==> src/rtl/calculadora_n.sv <==
// Digit-entry calculator: builds A and B from decimal digits, computes +,-,*,/ (mul/div bit-serial over WIDTH cycles).
// Optional operator chaining from DONE is enabled by defining CALC_CHAIN_EN.
module calculadora_n #(
    parameter int WIDTH      = 32,
    parameter int MAX_DIGITS = 8,
    parameter int POS_W      = 3
) (
    input  logic             clock,
    input  logic             reset,
    input  logic [3:0]       cmd,
    input  logic             cmd_valid,
    output logic [1:0]       status,
    output logic [3:0]       data,
    output logic [POS_W-1:0] position,
    output logic [WIDTH-1:0] result,
    output logic             result_valid
);
    localparam logic [2:0] S_IDLE    = 3'd0;
    localparam logic [2:0] S_IN_A    = 3'd1;
    localparam logic [2:0] S_OP      = 3'd2;
    localparam logic [2:0] S_IN_B    = 3'd3;
    localparam logic [2:0] S_COMPUTE = 3'd4;
    localparam logic [2:0] S_DONE    = 3'd5;
    localparam logic [2:0] S_ERROR   = 3'd6;

    localparam logic [3:0] C_ADD = 4'hA;
    localparam logic [3:0] C_SUB = 4'hB;
    localparam logic [3:0] C_MUL = 4'hC;
    localparam logic [3:0] C_EQ  = 4'hE;
    localparam logic [3:0] C_CLR = 4'hF;

    localparam int NW = $clog2(MAX_DIGITS + 1);
    localparam int CW = $clog2(WIDTH + 1);
    localparam logic [NW-1:0] N_MAX = NW'(MAX_DIGITS);

    logic [2:0]         state_q, state_d;
    logic [WIDTH-1:0]   op_a_q, op_a_d, op_b_q, op_b_d, acc_q, acc_d;
    logic [NW-1:0]      na_q, na_d, nb_q, nb_d;
    logic [3:0]         op_sel_q, op_sel_d, data_q, data_d;
    logic [POS_W-1:0]   pos_q, pos_d;
    logic [CW-1:0]      cnt_q, cnt_d;
    logic [2*WIDTH-1:0] prod_q, prod_d;

    logic               is_digit, is_op;
    logic [WIDTH-1:0]   dig_w;
    logic [WIDTH:0]     add_sum, mul_sum, rem_sh, rem_sub;
    logic [2*WIDTH-1:0] mul_step, div_step;

    assign is_digit = (cmd <= 4'd9);
    assign is_op    = (cmd >= C_ADD) && (cmd <= 4'hD);
    assign dig_w    = {{(WIDTH-4){1'b0}}, cmd};
    assign add_sum  = {1'b0, op_a_q} + {1'b0, op_b_q};

    // Multiply: prod holds {partial sum, remaining multiplier bits}, shifted right each step.
    assign mul_sum  = {1'b0, prod_q[2*WIDTH-1:WIDTH]} + (prod_q[0] ? {1'b0, op_a_q} : '0);
    assign mul_step = {mul_sum, prod_q[WIDTH-1:1]};

    // Divide: prod holds {remainder, quotient}; quotient bits enter from the right.
    assign rem_sh   = {prod_q[2*WIDTH-1:WIDTH], prod_q[WIDTH-1]};
    assign rem_sub  = rem_sh - {1'b0, op_b_q};
    assign div_step = (rem_sh >= {1'b0, op_b_q})
                    ? {rem_sub[WIDTH-1:0], prod_q[WIDTH-2:0], 1'b1}
                    : {rem_sh[WIDTH-1:0],  prod_q[WIDTH-2:0], 1'b0};

    always_comb begin
        state_d  = state_q;
        op_a_d   = op_a_q;
        op_b_d   = op_b_q;
        acc_d    = acc_q;
        na_d     = na_q;
        nb_d     = nb_q;
        op_sel_d = op_sel_q;
        data_d   = data_q;
        pos_d    = pos_q;
        cnt_d    = cnt_q;
        prod_d   = prod_q;
        case (state_q)
            S_IDLE, S_DONE: begin
                if (cmd_valid && is_digit) begin
                    op_a_d  = dig_w;
                    na_d    = NW'(1);
                    data_d  = cmd;
                    pos_d   = '0;
                    state_d = S_IN_A;
                end else if (cmd_valid && cmd == C_CLR && state_q == S_DONE) begin
                    data_d  = C_CLR;
                    pos_d   = '0;
                    state_d = S_IDLE;
                end
`ifdef CALC_CHAIN_EN
                else if (cmd_valid && is_op && state_q == S_DONE) begin
                    op_a_d   = acc_q;
                    na_d     = N_MAX;
                    op_sel_d = cmd;
                    data_d   = cmd;
                    state_d  = S_OP;
                end
`endif
            end
            S_IN_A, S_IN_B: begin
                if (cmd_valid && is_digit) begin
                    if ((state_q == S_IN_A ? na_q : nb_q) == N_MAX) begin
                        state_d = S_ERROR;
                    end else if (state_q == S_IN_A) begin
                        op_a_d = (op_a_q << 3) + (op_a_q << 1) + dig_w;
                        data_d = cmd;
                        pos_d  = POS_W'(na_q);
                        na_d   = na_q + NW'(1);
                    end else begin
                        op_b_d = (op_b_q << 3) + (op_b_q << 1) + dig_w;
                        data_d = cmd;
                        pos_d  = POS_W'(nb_q);
                        nb_d   = nb_q + NW'(1);
                    end
                end else if (cmd_valid && is_op && state_q == S_IN_A) begin
                    op_sel_d = cmd;
                    op_b_d   = '0;
                    nb_d     = '0;
                    data_d   = cmd;
                    pos_d    = '0;
                    state_d  = S_OP;
                end else if (cmd_valid && cmd == C_CLR) begin
                    op_b_d  = (state_q == S_IN_B) ? '0 : op_b_q;
                    nb_d    = (state_q == S_IN_B) ? '0 : nb_q;
                    data_d  = C_CLR;
                    pos_d   = '0;
                    state_d = (state_q == S_IN_B) ? S_OP : S_IDLE;
                end else if (cmd_valid && cmd == C_EQ && state_q == S_IN_B) begin
                    case (op_sel_q)
                        C_ADD: begin
                            acc_d   = add_sum[WIDTH-1:0];
                            state_d = add_sum[WIDTH] ? S_ERROR : S_DONE;
                        end
                        C_SUB: begin
                            acc_d   = (op_a_q < op_b_q) ? acc_q : op_a_q - op_b_q;
                            state_d = (op_a_q < op_b_q) ? S_ERROR : S_DONE;
                        end
                        C_MUL: begin
                            prod_d  = {{WIDTH{1'b0}}, op_b_q};
                            cnt_d   = CW'(WIDTH);
                            state_d = S_COMPUTE;
                        end
                        default: begin
                            prod_d  = {{WIDTH{1'b0}}, op_a_q};
                            cnt_d   = CW'(WIDTH);
                            state_d = (op_b_q == '0) ? S_ERROR : S_COMPUTE;
                        end
                    endcase
                end
            end
            S_OP: begin
                if (cmd_valid && is_digit) begin
                    op_b_d  = dig_w;
                    nb_d    = NW'(1);
                    data_d  = cmd;
                    pos_d   = '0;
                    state_d = S_IN_B;
                end else if (cmd_valid && is_op) begin
                    op_sel_d = cmd;
                    data_d   = cmd;
                end else if (cmd_valid && cmd == C_EQ) begin
                    state_d = S_ERROR;
                end else if (cmd_valid && cmd == C_CLR) begin
                    data_d  = C_CLR;
                    pos_d   = '0;
                    state_d = S_IDLE;
                end
            end
            S_COMPUTE: begin
                if (cmd_valid && cmd == C_CLR) begin
                    data_d  = C_CLR;
                    pos_d   = '0;
                    state_d = S_IDLE;
                end else begin
                    prod_d = (op_sel_q == C_MUL) ? mul_step : div_step;
                    cnt_d  = cnt_q - CW'(1);
                    if (cnt_q == CW'(1)) begin
                        acc_d   = prod_d[WIDTH-1:0];
                        state_d = (op_sel_q == C_MUL && mul_step[2*WIDTH-1:WIDTH] != '0)
                                ? S_ERROR : S_DONE;
                    end
                end
            end
            S_ERROR: begin
                if (cmd_valid && cmd == C_CLR) begin
                    data_d  = C_CLR;
                    pos_d   = '0;
                    state_d = S_IDLE;
                end
            end
            default: state_d = S_IDLE;
        endcase
    end

    always_ff @(posedge clock) begin
        if (reset) begin
            state_q  <= S_IDLE;
            op_a_q   <= '0;
            op_b_q   <= '0;
            acc_q    <= '0;
            na_q     <= '0;
            nb_q     <= '0;
            op_sel_q <= '0;
            data_q   <= '0;
            pos_q    <= '0;
            cnt_q    <= '0;
            prod_q   <= '0;
        end else begin
            state_q  <= state_d;
            op_a_q   <= op_a_d;
            op_b_q   <= op_b_d;
            acc_q    <= acc_d;
            na_q     <= na_d;
            nb_q     <= nb_d;
            op_sel_q <= op_sel_d;
            data_q   <= data_d;
            pos_q    <= pos_d;
            cnt_q    <= cnt_d;
            prod_q   <= prod_d;
        end
    end

    assign status       = (state_q == S_COMPUTE) ? 2'd1 : (state_q == S_ERROR) ? 2'd2 : 2'd0;
    assign data         = data_q;
    assign position     = pos_q;
    assign result_valid = (state_q == S_DONE);
    assign result       = (state_q == S_DONE) ? acc_q : '0;
endmodule

==> config.mk <==
export PLATFORM = sky130hd
export DESIGN_NAME = calculadora_n
export DESIGN_NICKNAME = d
export VERILOG_FILES = /design/src/rtl/calculadora_n.sv
export SDC_FILE = /design/constraint.sdc
export NUM_CORES = 1
export LEC_CHECK = 0
export CAP_MARGIN = 20
export CORE_UTILIZATION = 45
export CTS_CLUSTER_SIZE = 28
export DETAILED_ROUTE_END_ITERATION = 10
export HOLD_SLACK_MARGIN = 0.1
export PLACE_DENSITY = 0.6
export SYNTH_ARGS = -nofsm -noshare
export SYNTH_HDL_FRONTEND = slang
export SYNTH_SLANG_ARGS = --single-unit
==> constraint.sdc <==
create_clock -name clock -period 3.95 [get_ports clock]
set_clock_uncertainty 0.2 [all_clocks]
set_input_delay 0.5925 -clock clock [delete_from_list [all_inputs] [get_ports clock]]
set_output_delay 0.5925 -clock clock [all_outputs]
set_load 0.02 [all_outputs]
---- Word-level counts from Yosys, hierarchy flattened ----
Cells that the tools add are included.
W data, S select, Z words.
word-level totals
  register bits after elaboration ......... 188
  bits in latches ......................... 0
  RAM bits ................................ 0
  bits in read-only memories .............. 0
  output and inout port bits .............. 42
  word-level logic and storage cells ...... 195
  memories kept ........................... 0
cells by class
  add/sub/neg operators ................... 11
  multipliers ............................. 0
  div/mod/pow operators ................... 0
  $lt $le $gt $ge ......................... 5
  eq/ne operators ......................... 41
  shift-type cells ........................ 0
  muxes and demuxes ....................... 99
  bitwise logic cells ..................... 0
  reductions and logical operators ........ 28
operators with widths
  cell                  number
  $mux W32              19
  $mux W64              7
  $pmux W32 S2          4
  $pmux W64 S2          2
  $mux W4               24
  $add A32 B32 Y33      2
  $mux W3               22
  $add A32 B32 Y32      2
  $add A32 B4 Y32       2
  $sub A32 B32 Y32      2
  $mux W6               6
  $ge A33 B32 Y1        1
  $logic_not A32 Y1     1
  $lt A32 B32 Y1        1
  $reduce_bool A32 Y1   1
  $ne A2 B2 Y1 const B  15
  $ne A3 B3 Y1 const B  9
  $eq A4 B4 Y1 const B  6
  $pmux W4 S2           3
  $reduce_and A5 Y1     4
  $pmux W4 S4           1
  $pmux W3 S5           1
  $mux W2               7
  $ne A4 B4 Y1 const B  3
  other kinds (21)      39

---- Logic depth before layout (Yosys ltp) ----
  word-level depth ........................ 8
  mapped depth ............................ 15

---- Worst setup path before layout ----
OpenSTA, ideal clock, no wires.
  path type ............................... input to register
  start point ............................. in cmd[3]
  end point ............................... reg op_b_q[30]
  library setup time ...................... 0.117 ns
  arrival time ............................ 3.557 ns
  required time ........................... 3.633 ns
  path slack .............................. 0.076 ns
  cell stages on the path ................. 13
  buffers on the path ..................... 0
  cell sequence ........................... fa_1 -> ha_1 -> nor2b_1 -> o31a_1 -> o21ai_0 -> o211ai_1 -> and3_1 -> a221o_1 -> a221o_1 -> a31oi_1 -> o21ai_0 -> xor2_1 -> a22o_1
between the ends
  word-level cells in the longest chain between the ends .. 7
  elaborated cells on any way between the ends .. 21
RTL lines
  item                                                                     RTL line  text
  start: declaration                                                       10        input logic [3:0] cmd,
  parallel branches: the longest is 7 deep, another holds $add A32 B4 Y32  --
  end signal: assignment                                                   211       op_b_q <= op_b_d;
  end: declaration                                                         37        logic [WIDTH-1:0] op_a_q, op_a_d, op_b_q, op_b_d, acc_q, acc_d;
Several ways; the timed one is not identified. The select of a mux whose other input is x is not followed.
A chain may end at the register's enable or synchronous reset.

---- Final worst setup path ----
  start point ............................. reg prod_q[0]
  end point ............................... reg state_q[1]
between the ends
  word-level cells in the longest chain between the ends .. 8
RTL lines
  item                      RTL line  text
  start: declaration        42        logic [2*WIDTH-1:0] prod_q, prod_d;
  start signal: assignment  219       prod_q <= prod_d;
  $mux W32                  55        assign mul_sum = {1'b0, prod_q[2*WIDTH-1:WIDTH]} + (prod_q[0] ? {1'b0, op_a_q} : '0);
  $add A32 B32 Y33          55
  $reduce_bool A32 Y1       179       state_d = (op_sel_q == C_MUL && mul_step[2*WIDTH-1:WIDTH] != '0)
  $logic_and A1 B1 Y1       179
  $mux W2                   180       ? S_ERROR : S_DONE;
  $mux W3                   177       if (cnt_q == CW'(1)) begin
  $mux W3                   170       if (cmd_valid && cmd == C_CLR) begin
  $pmux W3 S5               77        case (state_q)
  end signal: assignment    209       state_q <= state_d;
  end: declaration          36        logic [2:0] state_q, state_d;
Every way passes these cells. The select of a mux whose other input is x is not followed.

==> reports/results.ini <==
[status]
outcome=complete, but fails checks
violations=negative setup slack

[routing]
vias=21866
routed_wl_mm=81.12
dr.pass1.iters=5
wire_per_inst_um=22.44
ant_nets=0
drcViolationCount=0
viasPerCell=6.049
drt_iter0_drc=1948

[place]
dp_hpwl_mm=64.81
place_ws_ns=-0.8177
placed_area_um2=23620
port_buffers=48
gp_congestion=0.9921

[synthesis]
synthArstFlopShare=0
synthDistinctLibCells=86
ys.flop_type=dfxtp_1
ys_top_cells_by_area=dfxtp_1, ha_1, a21oi_1
yosysMostFrequentCell=nand2_1
yosys_register_bits=188
synthTopCellsByCount=nand2_1, a21oi_1, ha_1, nor2_1, dfxtp_1
yosysTopAreaCellShare=0.1930
synth_warnings=0
synth_fp_nets=2904
netlist_area_um2=19500
postSynthCellCount=2641
synth-edff-count=0
yosysSeqAreaShare=0.1930
avgSynthCellArea_um2=7.383
synth_top_area_cell=dfxtp_1

[die]
rows=75
die_w_um=210.2
start_util=0.4607
dieArea_um2=44170
core_um2=42320
io_pins=49
die_h_um=210.2

[pwr]
peakVddDrop_mv=0.2297
leakagePower_nw=11.79
power_density_nw_per_um2=205.4
totalPowerFinal_w=0.005132

[clocking]
cts_buffers=17
tritoncts=yes
h-tree-depth=4
clk_pin_slew_worst_paths_ns=0.08
ctsHoldBuffers=0
clk_latency_ns=0.53
clockBufferDepth=2
root_buffer=clkbuf_16
clock_sinks=188

[critical_path]
setup.worst_path.end=state_q[1]
r2r_setup_slack_ns=-0.13
arrival_ns=4.27
crit_path_end_kind=flop
startpoint=prod_q[0]
r2r_cells=15
crit_fanout=4
critical_path.reg2reg.startpoint=prod_q[0]
crit_type=reg -> reg
worstSetupStartpointType=flop
crit_required_ns=4.14
reg2reg_to=state_q[1]

[global_route]
grt_overflow=0
grt_pass1_vias=20492
grt_start_max_net_pins=75
grt_usage=0.3645
grt_pass1_wl_mm=122.4
antenna_found_initial=0

[timing]
tightest_slew_ns=0.8838
finalMaxSlewViolations=0
fin_crit_ns=4.085
period_share=1.034
rsz0062_at_grt=true
worst_slack_ns=-0.1347
max_freq_mhz=244.8
hold_viol_final=0
slew_headroom=0.4094
setup_viol=2

[finish]
stdcell_area_um2=24990
drive_gt1_frac=0.2084
final_nets=3288
syn2layout_area_growth_pct=28.14
insertedDiodeCount=0
fillCellCount=4073
multi_input_area_um2=15420
register_area_um2=3782

[job]
cap_violations=0

[min_path]
hold_class=in -> reg

[worst max-delay path, stage by stage (launching register included)]
cell,delay [ns]
dfxtp_2,0.36
and2_4,0.19
ha_4,0.14
inv_2,0.04
fa_2,0.39
nor2b_2,0.14
o31a_1,0.23
o2111a_2,0.33
o2111a_1,0.23
a311o_1,0.13
o21ai_1,0.09
nor4b_2,0.25
or3b_4,0.42
or3_4,0.47
o311ai_4,0.24
o211ai_1,0.11
[per-layer routing]
metal,part of all wire,GRT usage
met5,0,0
met4,0.031,0.1284
met3,0.075,0.06734
met2,0.43,0.5571
met1,0.46,0.5095
[area by class of cell]
type | instances | share of cell area
Sequential cell | 188 | 0.1514
Tap cell | 577 | 0.02889
Clock buffer | 17 | 0.01703
Multi-Input combinational cell | 2214 | 0.6174
Timing Repair Buffer | 499 | 0.1628
Inverter | 105 | 0.01577
Clock inverter | 15 | 0.006811
[registers in the layout (all words and copies together), names as in the netlist]
name	count
prod_q	64
acc_q	32
op_a_q	32
op_b_q	32
cnt_q	6
data	4
na_q	4
nb_q	4
op_sel_q	4
position	3
state_q	3
[kinds of logic (layout without fill, tap and decap cells)]
group,after synthesis,count (layout),synth area share
buffers and inverters,240,636,0.04652
XOR/XNOR,134,134,0.06019
AO/OA/AOI/OAI,866,866,0.2901
multiplexers,45,45,0.02316
flip-flops,188,188,0.1930
AND/OR/NAND/NOR,912,913,0.2196
adder cells (fa/ha/maj),256,256,0.1674
[worst min-delay path by stage]
| stage | startpoint | end | slack, ns | cells past startpoint |
|---|---|---|---|---|
| finish | reset | op_b_q[0] | 0.20 | 2 |
| CTS | reset | op_b_q[0] | 0.17 | 2 |
| global route | reset | op_b_q[0] | 0.19 | 2 |
| floorplan | acc_q[10] | acc_q[10] | 0.23 | 2 |
| global placement | acc_q[27] | acc_q[27] | 0.23 | 2 |
| detailed placement | acc_q[12] | acc_q[12] | 0.24 | 2 |
[timing repair]
item	in CTS	in global routing
pin swaps	28	50
gates cloned	3	1
endpoints found under the hold margin	0	0
setup endpoints to repair	65	78
setup buffers	7	7
gates resized for setup	75	72
[stage by stage]
stage          setup TNS, ns  hold WS [ns]  cells  utilization
6_report             -0.2416        0.1976   3615       0.5904
5_1_grt               -1.386        0.1865   3615       0.5904
3_3_place_gp          -25.89        0.2347   3566       0.5580
3_5_place_dp          -29.33        0.2420   3566       0.5580
2_1_floorplan              0        0.2273   2641            -
4_1_cts              -0.2094        0.1685   3607       0.5827
[power breakdown]
part	total [W]	internal, W	switching [W]
Combinational	0.00131	0.000585	0.000724
Clock	0.00185	0.000901	0.000953
Sequential	0.00197	0.00193	0.0000385
Total	0.00513	0.00342	0.00172
[placed cells by master (no fill, tap or decap), types with 19 or more instances in the layout]
cell and count:
nor4_1 21, nand2_1 302, a21oi_1 266, nand4_1 22, inv_1 98, and2_1 67, o21ai_0 120, a31oi_1 36
nor3_1 66, o211ai_1 49, o21bai_1 19, dfxtp_1 175, xnor2_1 82, nand2b_1 20, nor2_1 219, o21a_1 21
xor2_1 50, a211oi_1 44, buf_4 433, ha_1 234, nand3_1 72, a22oi_1 26, a21o_1 83, mux2i_1 44
clkdlybuf4s50_1 45, a22o_1 33
Power figures use the tool's default switching activity.
